===== src/rtl/int_arith_pkg.sv =====
// Shared integer-arithmetic definitions for the sequential multiplier and divider:
// default width, control-state encoding and sign-magnitude helpers.
package int_arith_pkg;

  localparam int DEFAULT_W = 8;
  // Widest operand the helper functions handle; callers extend into and truncate out of this.
  localparam int MAX_W = 32;

  typedef enum logic [1:0] {
    IDLE = 2'd0,
    RUN  = 2'd1,
    FIX  = 2'd2,
    DONE = 2'd3
  } state_e;

  // Magnitude of a sign-extended operand. Truncated back to W bits, |-2^(W-1)| is exact.
  function automatic logic [MAX_W-1:0] abs_mag(input logic [MAX_W-1:0] x);
    return x[MAX_W-1] ? (~x + MAX_W'(1)) : x;
  endfunction

  // Two's-complement negation of a double-width value.
  function automatic logic [2*MAX_W-1:0] neg2(input logic [2*MAX_W-1:0] x);
    return ~x + (2*MAX_W)'(1);
  endfunction

endpackage


===== src/rtl/mul_datapath.sv =====
// Unsigned shift-add core: multiplies two W-bit magnitudes, one multiplier bit per step,
// LSB first, leaving the 2W-bit product in the accumulator after W steps.
module mul_datapath
  import int_arith_pkg::*;
#(
  parameter int W = DEFAULT_W
) (
  input  logic           clk,
  input  logic           rst_n,
  input  logic           load,
  input  logic           step,
  input  logic [W-1:0]   a_mag,
  input  logic [W-1:0]   b_mag,
  output logic [2*W-1:0] acc,
  output logic           last
);

  localparam int CNT_W = $clog2(W) + 1;

  logic [W-1:0]     a_q, a_d;
  logic [W-1:0]     b_q, b_d;
  logic [2*W-1:0]   acc_q, acc_d;
  logic [CNT_W-1:0] cnt_q, cnt_d;
  logic [W:0]       upper_sum;

  always_comb begin
    // The extra top bit keeps the carry of the partial-product add for the right shift.
    upper_sum = {1'b0, acc_q[2*W-1:W]};
    if (b_q[0]) begin
      upper_sum = upper_sum + {1'b0, a_q};
    end
  end

  always_comb begin
    a_d   = a_q;
    b_d   = b_q;
    acc_d = acc_q;
    cnt_d = cnt_q;
    if (load) begin
      a_d   = a_mag;
      b_d   = b_mag;
      acc_d = '0;
      cnt_d = '0;
    end else if (step) begin
      acc_d = {upper_sum, acc_q[W-1:1]};
      b_d   = b_q >> 1;
      cnt_d = cnt_q + CNT_W'(1);
    end
  end

  always_ff @(posedge clk or negedge rst_n) begin
    if (!rst_n) begin
      a_q   <= '0;
      b_q   <= '0;
      acc_q <= '0;
      cnt_q <= '0;
    end else begin
      a_q   <= a_d;
      b_q   <= b_d;
      acc_q <= acc_d;
      cnt_q <= cnt_d;
    end
  end

  assign acc  = acc_q;
  assign last = (cnt_q == CNT_W'(W - 1));

endmodule


===== src/rtl/int_mul_seq.sv =====
// Iterative signed multiply-accumulate p = a*b + c with valid/ready handshakes;
// sign-magnitude core, sign and addend applied in a single FIX cycle.
module int_mul_seq
  import int_arith_pkg::*;
#(
  parameter int W = DEFAULT_W
) (
  input  logic           clk,
  input  logic           rst_n,
  input  logic           in_valid,
  output logic           in_ready,
  input  logic [W-1:0]   a,
  input  logic [W-1:0]   b,
  input  logic [W-1:0]   c,
  output logic           out_valid,
  input  logic           out_ready,
  output logic [2*W-1:0] p,
  output logic           busy
);

  state_e state_q, state_d;

  logic           sign_q, sign_d;
  logic [2*W-1:0] c_ext_q, c_ext_d;
  logic [2*W-1:0] p_q, p_d;
  logic           out_valid_q, out_valid_d;

  logic           accept;
  logic           step;
  logic           last;
  logic [W-1:0]   a_abs;
  logic [W-1:0]   b_abs;
  logic [2*W-1:0] acc;
  logic [2*W-1:0] acc_s;

  assign in_ready = (state_q == IDLE);
  assign busy     = (state_q == RUN) || (state_q == FIX);
  assign accept   = in_valid && in_ready;
  assign step     = (state_q == RUN);

  assign a_abs = W'(abs_mag(MAX_W'($signed(a))));
  assign b_abs = W'(abs_mag(MAX_W'($signed(b))));
  assign acc_s = sign_q ? (2*W)'(neg2((2*MAX_W)'(acc))) : acc;

  mul_datapath #(
    .W(W)
  ) u_datapath (
    .clk   (clk),
    .rst_n (rst_n),
    .load  (accept),
    .step  (step),
    .a_mag (a_abs),
    .b_mag (b_abs),
    .acc   (acc),
    .last  (last)
  );

  always_comb begin
    state_d     = state_q;
    sign_d      = sign_q;
    c_ext_d     = c_ext_q;
    p_d         = p_q;
    out_valid_d = out_valid_q;
    case (state_q)
      IDLE: begin
        if (in_valid) begin
          sign_d  = a[W-1] ^ b[W-1];
          c_ext_d = (2*W)'($signed(c));
          state_d = RUN;
        end
      end
      RUN: begin
        if (last) begin
          state_d = FIX;
        end
      end
      FIX: begin
        p_d         = acc_s + c_ext_q;
        out_valid_d = 1'b1;
        state_d     = DONE;
      end
      DONE: begin
        // p stays untouched on drain; it only changes at the next FIX.
        if (out_ready) begin
          out_valid_d = 1'b0;
          state_d     = IDLE;
        end
      end
      default: begin
        state_d = IDLE;
      end
    endcase
  end

  always_ff @(posedge clk or negedge rst_n) begin
    if (!rst_n) begin
      state_q     <= IDLE;
      sign_q      <= 1'b0;
      c_ext_q     <= '0;
      p_q         <= '0;
      out_valid_q <= 1'b0;
    end else begin
      state_q     <= state_d;
      sign_q      <= sign_d;
      c_ext_q     <= c_ext_d;
      p_q         <= p_d;
      out_valid_q <= out_valid_d;
    end
  end

  assign out_valid = out_valid_q;
  assign p         = p_q;

endmodule


===== config.mk =====
export PLATFORM = sky130hd
export DESIGN_NAME = int_mul_seq
export DESIGN_NICKNAME = d
export VERILOG_FILES = /design/src/rtl/int_arith_pkg.sv /design/src/rtl/mul_datapath.sv /design/src/rtl/int_mul_seq.sv
export SDC_FILE = /design/constraint.sdc
export NUM_CORES = 1
export LEC_CHECK = 0
export CAP_MARGIN = 20
export CORE_UTILIZATION = 57
export CTS_BUF_LIST = sky130_fd_sc_hd__clkbuf_8 sky130_fd_sc_hd__clkbuf_16
export CTS_CLUSTER_DIAMETER = 30
export DETAILED_ROUTE_END_ITERATION = 8
export PLACE_DENSITY = 0.86
export SLEW_MARGIN = 0
export SYNTH_ARGS = -nofsm -noshare
export SYNTH_HDL_FRONTEND = slang
export SYNTH_SLANG_ARGS = --single-unit

===== constraint.sdc =====
create_clock -name clk -period 4.1 [get_ports clk]
set_clock_uncertainty 0.15 [all_clocks]
set_input_delay 0.615 -clock clk [delete_from_list [all_inputs] [get_ports clk]]
set_output_delay 0.615 -clock clk [all_outputs]
set_load 0.03 [all_outputs]

After elaboration in Yosys (flattened, before gate mapping)
Cells that the tools add are included.
- register bits after elaboration: 64
- word-level logic and storage cells: 50
- add/subtract/negate cells: 6
- eq/ne operators: 7
- multiplexer cells: 16
- bitwise operators: 4
- reduce and logical (&&, ||, !) cells: 8
- operators with widths (operator ; number):
    16-bit two-way mux ; 3
    8-bit two-way mux ; 4
    16-bit by 1-bit adder with 16-bit output, second input constant ; 1
    16-bit adder ; 1
    8-bit by 1-bit adder with 8-bit output, second input constant ; 2
    16-bit inverter ; 1
    8-bit inverter ; 2
    8-bit by 8-bit adder with 9-bit output ; 1
    9-bit two-way mux ; 1
    4-bit two-way mux ; 2
    2-bit case mux with 4 select lines ; 1
    2-bit two-way mux ; 3
    4-bit by 1-bit adder with 4-bit output, second input constant ; 1
    2-bit equality test, second input constant ; 2
    4-bit by 3-bit equality test with 1-bit output, second input constant ; 1
    2-bit != test, second input constant ; 2
    2-bit AND reduction ; 2
    2-bit nonzero test ; 2
    3-bit AND reduction ; 1
    2-bit by 1-bit equality test with 1-bit output, second input constant ; 1
    2-bit zero test ; 1
    2-bit by 1-bit != test with 1-bit output, second input constant ; 1
    1-bit case mux with 2 select lines ; 1
    1-bit logical AND ; 1
    other kinds (3) ; 3

Longest topological paths before layout
- depth in word-level cells: 4
- mapped depth: 13
- gate-level depth less buffers: 13

Hierarchy
From an unflattened synthesis, not the netlist that was laid out.
- cells, all modules: 445
- area total of the unflattened synthesis: 4376.7 sq um
- by module, submodules not included (module ; times used ; cells an instance ; area an instance (sq um) ; seq. area each (sq um)):
    int_mul_seq ; 1 ; 271 ; 2508.7 ; 700.7
    mul_datapath ; 1 ; 174 ; 1868.0 ; 900.9

Least setup slack after synthesis
No wires, ideal clock.
- kind: register to register
- from: register u_datapath.acc_q[3] (netlist: u_datapath.acc[3])
- to: register p_q[15] (netlist: p[15])
- library setup time: 0.137 ns
- data arrival time: 3.205 ns
- slack: 0.608 ns
- stages on the path, launching flop included: 13
- path buffers: 0
- path through: dfrtp_1 -> or4_4 -> or2_2 -> or3_1 -> o41ai_1 -> xnor2_1 -> ha_1 -> a21o_1 -> a211oi_1 -> o2bb2ai_1 -> a31oi_1 -> xnor2_1 -> a21oi_1
- word-level cells in the longest chain between the ends: 4
- ends and longest elaborated chain (item ; line ; text):
    from (decl) ; mul_datapath.sv:22 ; logic [2*W-1:0] acc_q, acc_d;
    from (signal assigned) ; mul_datapath.sv:55 ; acc_q <= '0;
    from (signal assigned) ; mul_datapath.sv:60 ; acc_q <= acc_d;
    16-bit inverter ; int_arith_pkg.sv:23 ; return ~x + (2*MAX_W)'(1);
    16-bit by 1-bit adder with 16-bit output ; int_arith_pkg.sv:23 ;
    16-bit two-way mux (*) ; int_mul_seq.sv:43 ; assign acc_s = sign_q ? (2*W)'(neg2((2*MAX_W)'(acc))) : acc;
    16-bit adder (*) ; int_mul_seq.sv:78 ; p_d = acc_s + c_ext_q;
    to (signal assigned) ; int_mul_seq.sv:106 ; p_q <= p_d;
    to (decl) ; int_mul_seq.sv:25 ; logic [2*W-1:0] p_q, p_d;
Every way passes the cells marked *; elsewhere a longest branch is shown, timed or not.
A chain may end at the register's enable or synchronous reset.

Final worst setup path
Same ends and word-level chain as after synthesis.

==> results.yml <==
worst_setup_path:
  crit_required_ps: 4160
  path_class: "reg2reg"
  critical_path.max_stage_delay_ps: 560
  reg2regPathDepth: 12
  cp-start-kind: "register"
  rr_endpoint: "p[15]$_DFFE_PN0P_"
  cp_max_fo: 7
  endpoint_kind: "register"
  crit_family: "simple AND/OR/NAND/NOR gates"
  crit_start: "u_datapath.acc[3]$_DFFE_PN0P_"
  critPathBufInv: 0
  r2r_start: "u_datapath.acc[3]$_DFFE_PN0P_"
  cp_cell_sequence: "or4_4 -> or2_2 -> or3_1 -> o41ai_1 -> xnor2_1 -> ha_1 -> a21o_1 -> a211oi_1 -> o2bb2ai_1 -> a31oi_1 -> xnor2_1 -> a21oi_1"
  cpMostUsedCell: "xnor2_1"
  rrSetupSlack_ps: 380
  critical_path_arrival_ps: 3780
  crit_slowest_cell: "or4_4"
sta:
  hold_viol_final: 0
  drv_slew: 0
  max_freq_ghz: 0.269
  maxSlewHeadroom_pct: 29.7
  rsz0062_at_grt: "false"
  setup_tns_ps: 0
  min_period_ps: 3720
  timing.final.crit_share_pct: 90.7
  tightest_slew_ps: 1050
  setup_viol: 0
final_layout:
  final_nets: 563
  finish.utilization_pct: 69.4
  antenna_cells: 0
  final_layout_size_suffix_gt1_share_pct: 6.72
  syn_to_final_growth_pct: 18.6
  num-fill-cells: 582
outcome:
  status: "completed"
drt:
  route.met3.wl_um: 255
  drt_pass1_iterations: 4
  route.detailed.drc: 0
  first_iter_violations: 149
  num_vias: 3418
  viasPerCell: 5.65
  ant_nets: 0
  wl_met1_mm: 3.72
  top_layer_used: "met4"
  drt_wl_total_mm: 8.35
  wl_per_cell_um: 13.8
  wl_met2_mm: 4.24
logic_synthesis:
  synth_edf_count: 0
  seq_area_frac_synth_pct: 37.9
  synth-main-ff-cell: "dfrtp_1"
  synth_top_area_cell: "dfrtp_1"
  syn_area_sq_um: 4220
  synthArstFlopShare_pct: 100
  synth_nets: 520
  yosysWarnings: 0
  synth.distinct_cells: 52
  synth_area_per_cell_sq_um: 9.21
  ys_ff_latch: 64
  synthTopCellsByArea: "dfrtp_1, ha_1, xnor2_1"
  synthCells: 458
  synth_top_area_share_pct: 37.9
pwr:
  p_per_area_nw_per_um2: 949
  vdd_ir_drop_max_v: 0.000288
  leakagePower_uw: 0.00225
die:
  die-area_sq_um: 7750
  fp-row-count: 31
  die_y_um: 88.0
  die_w_um: 88.0
  core-area_sq_um: 7210
  floorplan.initialDensity_pct: 58.5
  floorplan.io_pins: 47
clock_tree:
  insertion_delay_ps: 340
  clk_path_buf_depth: 2
  cts_tree: "yes"
  h-tree-depth: 3
  ctsHoldBuffers: 0
  ctsResizeCount: 0
  path_clk_slew_ps: 70
  post_cts_buffers: 0
  cts_sinks: 64
  cts_buffers: 9
  cts-root-buf: "clkbuf_8"
hold_path:
  hold_path_class: "in2async"
job:
  maxCapViolations: 0
placed_design:
  place.gp.congestion: 0.853
  dpl.hpwl_mm: 6.17
  portBuffers: 46
grt:
  grt_max_degree: 38
  grt_pass1_vias: 3379
  grt_pass1_wl_mm: 14.4
  overflow: 0
  antenna_found_initial: 0
  track_usage_pct: 23.9
-- Yosys cell counts, types with 3 or more instances --
cell and number:
a211oi_1 6, a21o_1 5, a21oi_1 24, buf_1 4, clkbuf_1 14, dfrtp_1 64
ha_1 32, inv_1 18, mux2_2 8, mux2i_1 23, nand2_1 61, nand2b_1 6
nand3_1 5, nand4_1 3, nor2_1 38, nor2b_1 3, nor3_1 3, o211ai_1 5
o21a_1 3, o21ai_0 41, o21bai_1 3, o31ai_1 7, o41ai_1 3, or3_1 5
xnor2_1 30, xor2_1 14
-- power by group --
group          switching, uW  internal [uW]
logic                   1590           1290
registers                294            916
clock network            251            404
total                   2140           2610
-- routing by layer --
| metal | GRT usage [%] | vias up |
|---|---|---|
| li1 | - | 1708 |
| met3 | 3.39 | 12 |
| met5 | 0 | - |
| met2 | 43.6 | 78 |
| met4 | 11.1 | 0 |
| met1 | 27.7 | 1620 |
-- worst register-to-register path, stage by stage, from the launching register on --
cell       delay (ps)
dfrtp_1           450
or4_4             560
or2_2             290
or3_1             350
o41ai_1           310
xnor2_1           170
ha_1              310
a21o_1            210
a211oi_1          300
o2bb2ai_1         150
a31oi_1            70
xnor2_1           170
a21oi_1            80
-- cells by family (layout without fill, tap and decap cells) --
kind of cell / Yosys count / after routing / share of synthesized area, %
fa+ha+maj: 34 / 34 / 10.4
simple gates: 134 / 134 / 14.2
mux: 31 / 31 / 7.59
xor+xnor: 44 / 44 / 9.13
compound gates: 114 / 114 / 17.4
flops: 64 / 64 / 37.9
buf+inv: 37 / 85 / 3.29
-- how the worst max path moves through the flow --
stage / to / slack (ps) / depth (start not counted)
4_1_cts: p[15]$_DFFE_PN0P_ / 380 / 12
6_report: p[15]$_DFFE_PN0P_ / 380 / 12
2_1_floorplan: p[15]$_DFFE_PN0P_ / 610 / 12
5_1_grt: p[15]$_DFFE_PN0P_ / 150 / 12
3_5_place_dp: p[15]$_DFFE_PN0P_ / 400 / 12
3_3_place_gp: p[15]$_DFFE_PN0P_ / 480 / 12
-- registers in the layout, indices dropped and copies added (netlist names) --
register / flops
u_datapath.b_q: 8
sign_q: 1
out_valid: 1
p: 16
u_datapath.cnt_q: 4
u_datapath.acc: 16
u_datapath.a_q: 8
state_q: 2
c_ext_q: 8
-- per-stage QoR --
stage / hold slack [ps] / area [sq um] / worst slack [ps] / cells / total power (uW)
finish: 219 / 5010 / 382 / 605 / 4750
CTS: 243 / 5010 / 378 / 605 / 4760
detailed placement: 329 / 4760 / 398 / 589 / 4070
global route: 297 / 5010 / 152 / 605 / 5140
global placement: 316 / 4760 / 477 / 589 / 3940
floorplan: 169 / 4220 / 608 / 458 / 3380
-- layout by cell type, fill, tap and decap left out, drive strengths merged, types with 4 or more instances in the layout --
master,n
nand2,61
buf,5
ha,32
o41ai,4
nand2b,6
or3,6
o31ai,7
inv,18
a21o,5
clkbuf,9
xnor2,30
a211oi,6
dfrtp,64
nand3,5
mux2,8
o211ai,5
clkdlybuf4s50,45
xor2,14
a21oi,24
clkinv,4
nor2,38
mux2i,23
o21ai,41
-- area by class of cell --
class                   count  area [sq um]  share of cell area, %
clock buffers               9           124                   2.47
clock inverters             7           120                   2.40
inverters                  19          71.3                   1.42
flip-flops and latches     64          1600                   32.0
well taps                  99           124                   2.47
repair buffers             50           485                   9.70
multi-input cells         357          2480                   49.5
Power figures use the tool's default switching activity.
